<file path="config.mk">
export PLATFORM = sky130hd
export DESIGN_NAME = mdu_issue_ctrl
export DESIGN_NICKNAME = d
export VERILOG_FILES = /design/src/rtl/mdu_issue_ctrl_pkg.sv /design/src/rtl/mdu_op_class.sv /design/src/rtl/mdu_issue_ctrl.sv
export SDC_FILE = /design/constraint.sdc
export NUM_CORES = 1
export LEC_CHECK = 0
export BUFFER_PORTS_ARGS = -buffer_cell sky130_fd_sc_hd__buf_2
export CAP_MARGIN = 20
export CORE_AREA = 2 2 39 41
export CTS_BUF_LIST = sky130_fd_sc_hd__clkbuf_4 sky130_fd_sc_hd__clkbuf_8
export DETAILED_ROUTE_END_ITERATION = 7
export DIE_AREA = 0 0 41 43
export PLACE_DENSITY = 0.54
export SYNTH_ARGS = -nofsm -noshare
export SYNTH_HDL_FRONTEND = slang
export SYNTH_SLANG_ARGS = --single-unit
</file>
<file path="constraint.sdc">
create_clock -name clk -period 1.4 [get_ports clk]
set_input_delay 0.28 -clock clk [delete_from_list [all_inputs] [get_ports clk]]
set_output_delay 0.28 -clock clk [all_outputs]
set_load 0.005 [all_outputs]
</file>
<file path="src/rtl/mdu_issue_ctrl_pkg.sv">
// Shared constants for the MDU issue controller: opcode codes and FSM states.
package mdu_issue_ctrl_pkg;

    localparam logic [3:0] MDU_NONE = 4'd0;
    localparam logic [3:0] MULT     = 4'd1;
    localparam logic [3:0] MULTU    = 4'd2;
    localparam logic [3:0] DIV      = 4'd3;
    localparam logic [3:0] DIVU     = 4'd4;
    localparam logic [3:0] MFHI     = 4'd5;
    localparam logic [3:0] MFLO     = 4'd6;
    localparam logic [3:0] MTHI     = 4'd7;
    localparam logic [3:0] MTLO     = 4'd8;

    typedef enum logic {
        IDLE = 1'b0,
        RUN  = 1'b1
    } state_t;

endpackage

</file>
<file path="src/rtl/mdu_op_class.sv">
// Combinational decode of an MDU opcode into its issue classes.
module mdu_op_class
    import mdu_issue_ctrl_pkg::*;
(
    input  logic [3:0] op,
    output logic       is_long,
    output logic       is_access,
    output logic       is_div
);

    // Long ops occupy the MDU; access ops only touch HI/LO.
    always_comb begin
        is_long   = 1'b0;
        is_access = 1'b0;
        is_div    = 1'b0;
        case (op)
            MULT, MULTU: is_long = 1'b1;
            DIV, DIVU: begin
                is_long = 1'b1;
                is_div  = 1'b1;
            end
            MFHI, MFLO, MTHI, MTLO: is_access = 1'b1;
            default: ;
        endcase
    end

endmodule

</file>
<file path="src/rtl/mdu_issue_ctrl.sv">
// MDU issue/stall controller.
// Optional latency cross-check against the MDU Busy output: MDU_ISSUE_CHECK_EN
// (adds the sticky err port).
//
// state | meaning
// IDLE  | no operation in flight; a long op in E issues start
// RUN   | countdown mirrors MDU latency; D-stage MDU ops stall
module mdu_issue_ctrl
    import mdu_issue_ctrl_pkg::*;
#(
    parameter int MULT_LAT = 5,
    parameter int DIV_LAT  = 10
) (
    input  logic       clk,
    input  logic       reset,
    input  logic       e_valid,
    input  logic [3:0] e_mdu_op,
    input  logic [3:0] d_mdu_op,
    input  logic       mdu_busy,
    output logic       start,
    output logic [3:0] mdu_op,
    output logic       stall,
`ifdef MDU_ISSUE_CHECK_EN
    output logic       busy_shadow,
    output logic       err
`else
    output logic       busy_shadow
`endif
);

    localparam int MAX_LAT = (MULT_LAT > DIV_LAT) ? MULT_LAT : DIV_LAT;
    localparam int CNT_W   = $clog2(MAX_LAT + 1);
    localparam logic [CNT_W-1:0] MULT_CNT = CNT_W'(MULT_LAT);
    localparam logic [CNT_W-1:0] DIV_CNT  = CNT_W'(DIV_LAT);
    localparam logic [CNT_W-1:0] CNT_ONE  = CNT_W'(1);

    state_t             state_q, state_d;
    logic [CNT_W-1:0]   cnt_q, cnt_d;
    logic               e_is_long, e_is_access, e_is_div;
    logic               d_is_long, d_is_access, d_is_div;
    logic               d_needs_mdu;

    mdu_op_class u_e_class (
        .op        (e_mdu_op),
        .is_long   (e_is_long),
        .is_access (e_is_access),
        .is_div    (e_is_div)
    );

    mdu_op_class u_d_class (
        .op        (d_mdu_op),
        .is_long   (d_is_long),
        .is_access (d_is_access),
        .is_div    (d_is_div)
    );

    // Access ops in E and divide-ness in D do not affect issue or stall.
    logic unused_class;
    assign unused_class = e_is_access ^ d_is_div;

    assign d_needs_mdu = d_is_long | d_is_access;
    assign mdu_op      = e_valid ? e_mdu_op : MDU_NONE;
    assign busy_shadow = (state_q == RUN);
    assign stall       = reset && d_needs_mdu && (start || state_q == RUN);

    // Next state, countdown and issue pulse; start is gated by reset so it drops
    // immediately when reset asserts even with a long op sitting in E.
    always_comb begin
        state_d = state_q;
        cnt_d   = cnt_q;
        start   = 1'b0;
        case (state_q)
            IDLE: begin
                if (reset && e_valid && e_is_long) begin
                    start   = 1'b1;
                    state_d = RUN;
                    cnt_d   = e_is_div ? DIV_CNT : MULT_CNT;
                end
            end
            RUN: begin
                cnt_d = cnt_q - CNT_ONE;
                if (cnt_q == CNT_ONE) begin
                    state_d = IDLE;
                end
            end
            default: begin
                state_d = IDLE;
                cnt_d   = '0;
            end
        endcase
    end

    // State and countdown registers.
    always_ff @(posedge clk or negedge reset) begin
        if (!reset) begin
            state_q <= IDLE;
            cnt_q   <= '0;
        end else begin
            state_q <= state_d;
            cnt_q   <= cnt_d;
        end
    end

`ifdef MDU_ISSUE_CHECK_EN
    logic err_q;

    // Sticky flag: MDU Busy disagreed with our shadow of it at some edge.
    always_ff @(posedge clk or negedge reset) begin
        if (!reset) begin
            err_q <= 1'b0;
        end else if (mdu_busy != busy_shadow) begin
            err_q <= 1'b1;
        end
    end

    assign err = err_q;
`else
    logic unused_busy;
    assign unused_busy = mdu_busy;
`endif

endmodule
</file>
==> impl_metrics.yaml, run 1 <==
critical_path:
  critPathRequiredTime_ps: 1120
  setup.worst_path.end_class: "output port"
  critPathMaxFanout: 3
  crit_arrival_ps: 1100
  criticalPathCategory: "input pin to output port"
  cp-start-kind: "input pin"
yosys:
  synth_compound_area_share_pct: 24.6
  yosysWarnings: 0
  synthAdderAreaFrac_pct: 5.92
  synth_top_area_share_pct: 29.6
  avgSynthCellArea_sq_um: 9.00
  synth_top_area_cell: "dfrtp_1"
  synth_top_family_by_area: "simple AND/OR/NAND/NOR gates"
  ys_seq_area_share_pct: 29.6
  syn-num-nets: 61
  synth_xor_area_share_pct: 6.21
  ys_types: 24
  netlist_top_cells_area: "dfrtp_1 (30%), xnor2_1 (6.2%), and2_1 (5.9%)"
  muxShareOfSynthArea_pct: 0
  syn_inst: 47
  synth_seq_cells: 5
  syn_area_sq_um: 423
  synthSimpleGateAreaFrac_pct: 29.9
cts:
  cts_root_buffer: "clkbuf_4"
  cts_buffers: 3
  tritoncts: "built"
  clk_pin_slew_ps: 50
  clock_sinks: 5
  clock_path_buffers: 2
  clk_latency_ps: 250
  htree_levels: 1
placement:
  io_buffer_count: 17
  hpwl_um: 728
  gp_congestion: 0.700
  preCtsSetupSlack_ps: -31.4
layout:
  drive_above_1_share_pct: 44.6
  utilization_pct: 45.5
  final_nets: 89
  syn2layout_area_growth_pct: 48.8
  antenna_cells: 0
  n_fill_cell: 143
sta:
  period_share_pct: 98.2
  fmaxAchievable_mhz: 727
  worst_pin_slew_ps: 281
  finalMaxSlewViolations: 0
  holdWs_ps: 409
  hold_violations: 0
  min_period_ps: 1380
  tns_ps: 0
  slew_headroom_pct: 81.1
  fin_ws_ps: 24.6
  finClkSkew_ps: 6.29
  setup_viol: 0
  rsz0062_at_grt: "yes"
drt:
  wl_per_cell_um: 10.6
  drc: 0
  drt_wl_total_um: 954
  first_pass_iters: 1
  num_vias: 425
  first_iter_violations: 0
  routed_via_density: 4.72
  postRouteAntennaNets: 0
floorplan:
  die_area_sq_mm: 0.00176
  rows: 14
  ioPinCount: 19
  chipHeight_um: 43
  die_x_um: 41
  core_sq_mm: 0.00138
  start_util_pct: 30.6
power_and_ir_drop:
  cellPowerDensity_mw_per_mm2: 1510
  irDropWorstVdd_v: 0.000457
  power.total_uw: 952
  leakage_nw: 0.304
global_route:
  grt_max_degree: 12
  antenna_found_initial: 0
  grt_pass1_vias: 379
  grt_overflow: 0
  grt.total_usage_pct: 12.3
  grt_pass1_wl_mm: 1.43
flow_run:
  drv_cap: 0
run_status:
  status: "complete, no violations"
hold_path:
  hold_class: "input pin to flop"
metrics by stage:
stage	cells	area [sq um]
2_1_floorplan	47	423
3_3_place_gp	84	561
3_5_place_dp	84	561
4_1_cts	89	602
5_1_grt	90	629
6_report	90	629
cell usage in the layout (no fill, tap or decap), types with 2 or more instances in the layout:
master     n
buf_2     15
clkbuf_4   4
xnor2_1    3
and2_1     4
nor2b_1    2
buf_6      2
nor2_1     4
and3b_1    2
buf_4      6
ha_1       2
nand2_1    2
a21oi_1    2
nor3_1     4
dfrtp_1    4
inv_1      3
a31oi_1    2
metal layers:
metal | GRT usage [%] | wire (um)
met4 | 10.0 | 23
met1 | 14.3 | 413
met5 | 0 | 0
met2 | 17.8 | 467
met3 | 3.14 | 49
critical path, stage by stage:
cell,delay [ps]
buf_6,90
or3_4,410
a31oi_4,140
nor2_1,50
buf_2,120
layout make-up:
class	count	area, sq um	area share [%]
Inverter	3	11.3	1.79
Multi-Input combinational cell	38	289	45.9
Sequential cell	5	126	20.1
Clock buffer	4	30.0	4.77
Tap cell	16	20.0	3.18
Timing Repair Buffer	24	153	24.3
flip-flops by register name (all words and copies together) (netlist names):
signal,count
busy_shadow,1
cnt_q,4
cell usage after synthesis, drive strengths merged:
library cell,number
or3,1
clkbuf,1
nor2b,2
o21bai,1
a211oi,1
nor2,4
inv,3
ha,2
nand3b,1
a21oi,2
nor3,4
xnor2,3
and3b,2
nand3,1
a31oi,3
and2,4
dfrtp,5
nand2,2
a21o,1
a2bb2oi,1
o311ai,1
o21ai,2
kinds of logic after synthesis:
logic type	Yosys count
compound gates	12
xor+xnor	3
fa+ha+maj	2
buf+inv	4
flops	5
simple gates	21
where the power goes:
part,leakage (nW),switching [mW],internal (mW)
Clock,0.0184,0.0630,0.127
Sequential,0.0584,0.0867,0.221
Combinational,0.228,0.195,0.260
what timing repair did:
item	CTS	global route
hold buffers	1	0
cloned	0	0
resized for setup	1	3
hold endpoints to repair	5	0
pin swaps	3	1
setup endpoints to repair	1	2
buffers inserted	0	1
worst paths after layout:
check / start / endpoint / slack, ps / cells after the start
min reg2reg: cnt_q[3]$_DFFE_PN0P_ / busy_shadow$_DFF_PN0_ / 540 / 2
max reg2reg: cnt_q[0]$_DFFE_PN0P_ / cnt_q[2]$_DFFE_PN0P_ / 360 / 5
max: e_mdu_op[2] / stall / 20 / 5
min: e_mdu_op[3] / cnt_q[2]$_DFFE_PN0P_ / 410 / 3
max in group asynchronous: reset / busy_shadow$_DFF_PN0_ / 650 / 3
min in group asynchronous: reset / cnt_q[2]$_DFFE_PN0P_ / 540 / 3
(Power assumes the default switching activity.)
==> run 2: changes to the inputs <==
Settings changed: REMOVE_ABC_BUFFERS set to 1, SKIP_LAST_GASP set to 1.
==> run 2 against run 1 <==
Via count up 6.8%; non-clock buffer count up 6; largest cell class unchanged; sequential share of layout area down 1.3 points; cell count up 6.7%; die area unchanged; sequential power down 4%; largest power group unchanged; combinational power up 15%; sequential cell count unchanged; wire length up 3.0%; critical path depth unchanged; clock power down 2%; critical endpoint unchanged.
==> impl_metrics.yaml, run 2 (same netlist as run 1, synthesis figures left out) <==
run_status:
  status: "complete, no violations"
critical_path:
  cpPeakStageDelay_ps: 410
  criticalPathCategory: "input pin to output port"
  reg2reg_to: "cnt_q[2]$_DFFE_PN0P_"
  reg2reg_slack_ps: 300
  worst_r2r_path_depth: 5
  cp_slowest_cell: "or3_4"
  crit_arrival_ps: 1100
  cp-start-kind: "input pin"
  rr_startpoint: "busy_shadow$_DFF_PN0_"
  critical-path-top-delay-family: "simple AND/OR/NAND/NOR gates"
  critPathMaxFanout: 3
  critPathRequiredTime_ps: 1120
  crit_buf_inv: 2
  setup.worst_path.end_class: "output port"
  crit_chain: "buf_6 > or3_4 > a31oi_4 > nor2_1 > buf_2"
layout:
  largest_register_ffs: 4
  final_common_cell: "buf_2"
  design_area_sq_um: 674
  drive_above_1_share_pct: 48.8
  syn2layout_area_growth_pct: 59.5
  most-common-layout-cells: "buf_2 (15), buf_4 (12)"
  final_nets: 95
  regMostFlops: "cnt_q"
  antenna_cells: 0
  n_fill_cell: 138
drt:
  first_pass_iters: 2
  routed_via_density: 4.73
  drc: 0
  drt_wl_total_um: 983
  postRouteAntennaNets: 0
  first_iter_violations: 1
  num_vias: 454
  wl_per_cell_um: 10.2
cts:
  htree_levels: 1
  clk_latency_ps: 240
  clock_path_buffers: 2
  clk_pin_slew_ps: 40
  cts_root_buffer: "clkbuf_4"
  tritoncts: "built"
  clock_sinks: 5
  cts_buffers: 3
power_and_ir_drop:
  leakage_nw: 0.332
  cellPowerDensity_mw_per_mm2: 1490
  irDropWorstVdd_v: 0.000674
  power.total_mw: 1.00
sta:
  hold_violations: 0
  period_share_pct: 98.5
  min_period_ps: 1380
  tns_ps: 0
  fmaxAchievable_mhz: 725
  slew_headroom_pct: 79.2
  setup_viol: 0
  finalMaxSlewViolations: 0
  worst_pin_slew_ps: 310
  finClkSkew_ps: 4.49
  holdWs_ps: 421
  rsz0062_at_grt: "yes"
placement:
  hpwl_um: 798
  io_buffer_count: 17
  gp_congestion: 0.740
  place_area_sq_um: 591
hold_path:
  min-delay-start: "e_mdu_op[3]"
  hold_class: "input pin to flop"
  hold-path-endpoint: "cnt_q[2]$_DFFE_PN0P_"
  hold_depth: 3
global_route:
  grt_pass1_vias: 420
  grt.total_usage_pct: 12.9
  grt_pass1_wl_mm: 1.56
  grt_overflow: 0
  antenna_found_initial: 0
  grt_max_degree: 12
floorplan:
  die_area_sq_mm: 0.00176
  chipHeight_um: 43
  die_x_um: 41
  rows: 14
  core_sq_mm: 0.00138
  ioPinCount: 19
  start_util_pct: 30.6
flow_run:
  drv_cap: 0
## run 2: cell types whose count changed in the layout (fill, tap and decap cells not counted), sizes merged
cell / previous run / this run
buf: 23 / 29
## run 2: timing repair
item	in CTS	in global routing
pin swaps	3	0
gates resized for setup	2	2
cloned	0	0
setup endpoints to repair	1	2
hold buffers	1	0
setup buffers	1	2
endpoints found under the hold margin	5	0
## run 2: layout make-up
cell class | instances | area [sq um] | share of cell area, %
flip-flops and latches | 5 | 126 | 18.7
well taps | 16 | 20.0 | 2.97
clock buffers | 4 | 30.0 | 4.45
inverters | 3 | 11.3 | 1.67
repair buffers | 30 | 198 | 29.3
multi-input cells | 38 | 289 | 42.9
## run 2: per-stage QoR
stage	utilization, %	std cells	setup WS [ps]
after global routing	48.7	96	-37.4
final	48.7	96	20.6
after detailed placement	42.7	88	-46.4
after CTS	46.7	94	2.38
after global placement	42.7	88	-33.1
after floorplan	-	46	193
## run 2: worst max-delay path by stage
stage               endpoint  slack [ps]   startpoint  depth (start not counted)
finish                 stall          20  e_mdu_op[2]                          5
global route           stall         -40  e_mdu_op[2]                          5
CTS                    stall           2  e_mdu_op[0]                          5
detailed placement     stall         -50  e_mdu_op[1]                          5
global placement       stall         -30  e_mdu_op[1]                          5
floorplan              stall         190  e_mdu_op[1]                          3
## run 2: worst register-to-register path, stage by stage, from the launching register on
cell and delay, ps:
dfrtp_2 440, a31oi_4 50, buf_4 140, buf_4 120, o21ai_1 120, o311ai_1 110
## run 2: report_power, final
| part | switching [mW] | total [mW] | leakage (nW) | internal (mW) |
|---|---|---|---|---|
| sequential | 0.0740 | 0.295 | 0.0584 | 0.221 |
| clock | 0.0591 | 0.186 | 0.0184 | 0.127 |
| combinational | 0.221 | 0.523 | 0.256 | 0.302 |
| total | 0.354 | 1.00 | 0.332 | 0.650 |
## run 2: layer usage
metal | share of wire, % | vias up | wire (um) | GRT usage [%]
met2 | 47 | 19 | 462 | 20.9
met5 | 0 | - | 0 | 0
met4 | 0 | 0 | 0 | 2.00
li1 | - | 233 | - | -
met1 | 44 | 202 | 435 | 14.9
met3 | 8.5 | 0 | 84 | 6.28
==> run 3: changes to the inputs <==
==> constraint.sdc (replaced) <==
create_clock -name clk -period 1.4 [get_ports clk]
set_input_delay 0.07 -clock clk [delete_from_list [all_inputs] [get_ports clk]]
set_output_delay 0.07 -clock clk [all_outputs]
set_load 0.005 [all_outputs]
==> run 3 against run 2 <==
Worst setup slack improved by 130 ps; via count fell by 8.8%; register-to-register slack improved by 20 ps; sequential share of layout area rose by 3.5 points; critical path type is now flop to output port; sequential cell count did not move; wire length fell by 8.4%; clock-buffer cell count did not move; largest power group unchanged; non-clock buffer count fell by 12; largest cell class unchanged; fmax rose by 11%; first-iteration DRC count did not move; cell count fell by 13%; cell area fell by 17%; highest routed layer unchanged.
==> impl_metrics.yaml, run 3 (same netlist as run 1, synthesis figures left out) <==
run_status:
  status: "complete, no violations"
critical_path:
  worst_r2r_path_depth: 3
  critPathMaxFanout: 11
  criticalPathCategory: "flop to output port"
  crit_chain: "a31oi_4 > nor2_1 > buf_2"
  cpPeakStageDelay_ps: 520
  reg2reg_slack_ps: 320
  crit_arrival_ps: 1180
  cp.depth: 3
  crit_start: "busy_shadow$_DFF_PN0_"
  crit_buf_inv: 1
  cp_slowest_cell: "dfrtp_1"
  setup.worst_path.end_class: "output port"
  critPathRequiredTime_ps: 1330
  endpoint: "stall"
  cp-start-kind: "flop"
  reg2reg_to: "cnt_q[2]$_DFFE_PN0P_"
  critical-path-top-delay-family: "flip-flops"
  rr_startpoint: "busy_shadow$_DFF_PN0_"
sta:
  worst_pin_slew_ps: 419
  slew_headroom_pct: 72.0
  fmaxAchievable_mhz: 802
  hold_violations: 0
  period_share_pct: 89.0
  fin_ws_ps: 154
  finalMaxSlewViolations: 0
  setup_viol: 0
  min_period_ps: 1250
  rsz0062_at_grt: "no"
  finClkSkew_ps: 2.45
  holdWs_ps: 186
  tns_ps: 0
layout:
  syn2layout_area_growth_pct: 33.1
  final_common_cell: "buf_2"
  design_area_sq_um: 563
  most-common-layout-cells: "buf_2 (17), dfrtp_1 (5)"
  final_cells: 84
  largest_register_ffs: 4
  drive_above_1_share_pct: 38.2
  regMostFlops: "cnt_q"
  antenna_cells: 0
  utilization_pct: 40.7
  final_nets: 83
global_route:
  grt_overflow: 0
  grt_pass1_vias: 375
  antenna_found_initial: 0
  grt.total_usage_pct: 11.9
  grt_max_degree: 12
  grt_pass1_wl_mm: 1.46
cts:
  cts_root_buffer: "clkbuf_4"
  postCtsSetupBuffers: 0
  hold_buffers: 1
  clock_path_buffers: 2
  htree_levels: 1
  cts_buffers: 3
  cts.repair.resized: 0
  clk_pin_slew_ps: 50
  clk_latency_ps: 240
  tritoncts: "built"
  clock_sinks: 5
drt:
  routed_via_density: 4.93
  drt_wl_total_um: 900
  drc: 0
  wl_per_cell_um: 10.7
  first_pass_iters: 2
  postRouteAntennaNets: 0
  first_iter_violations: 1
  num_vias: 414
power_and_ir_drop:
  power.total_uw: 894
  cellPowerDensity_mw_per_mm2: 1590
  irDropWorstVdd_v: 0.000469
  leakage_nw: 0.272
placement:
  place_inst: 79
  preCtsSetupSlack_ps: 287
  gp_congestion: 0.726
  io_buffer_count: 17
  hpwl_um: 694
  place_area_sq_um: 523
floorplan:
  ioPinCount: 19
  die_area_sq_mm: 0.00176
  die_x_um: 41
  rows: 14
  chipHeight_um: 43
  core_sq_mm: 0.00138
  start_util_pct: 30.6
flow_run:
  drv_cap: 0
hold_path:
  hold_class: "input pin to flop"
-- run 3: report_power, final --
| group | internal [mW] | switching, mW |
|---|---|---|
| clock | 0.127 | 0.0625 |
| sequential | 0.217 | 0.0938 |
| combinational | 0.214 | 0.179 |
| total | 0.558 | 0.336 |
-- run 3: metal layers --
layer / global-route usage, % / part of all wire (%) / up-vias
li1: - / - / 209
met1: 15.2 / 47 / 188
met2: 18.4 / 47 / 17
met3: 3.14 / 5.4 / 0
met4: 4.00 / 0 / 0
met5: 0 / 0 / -
-- run 3: area by class of cell --
class                           instances  area [sq um]
Fill cell                             147           821
Multi-Input combinational cell         38           282
Tap cell                               16          20.0
Inverter                                3          11.3
Timing Repair Buffer                   18          95.1
Sequential cell                         5           125
Clock buffer                            4          30.0
-- run 3: worst reg2reg max path, stage by stage, from the launching register on --
cell      delay, ps
dfrtp_1         520
nor2b_1         210
o21ai_1         120
o311ai_1        100
-- run 3: worst min-delay path by stage --
stage	from	to	slack, ps	cells past startpoint
after global routing	e_mdu_op[3]	cnt_q[2]$_DFFE_PN0P_	200	3
after floorplan	reset	busy_shadow$_DFF_PN0_	-230	0
after global placement	reset	cnt_q[2]$_DFFE_PN0P_	-80	1
after CTS	e_mdu_op[3]	cnt_q[2]$_DFFE_PN0P_	180	3
final	e_mdu_op[3]	cnt_q[2]$_DFFE_PN0P_	190	3
after detailed placement	reset	cnt_q[2]$_DFFE_PN0P_	-90	1
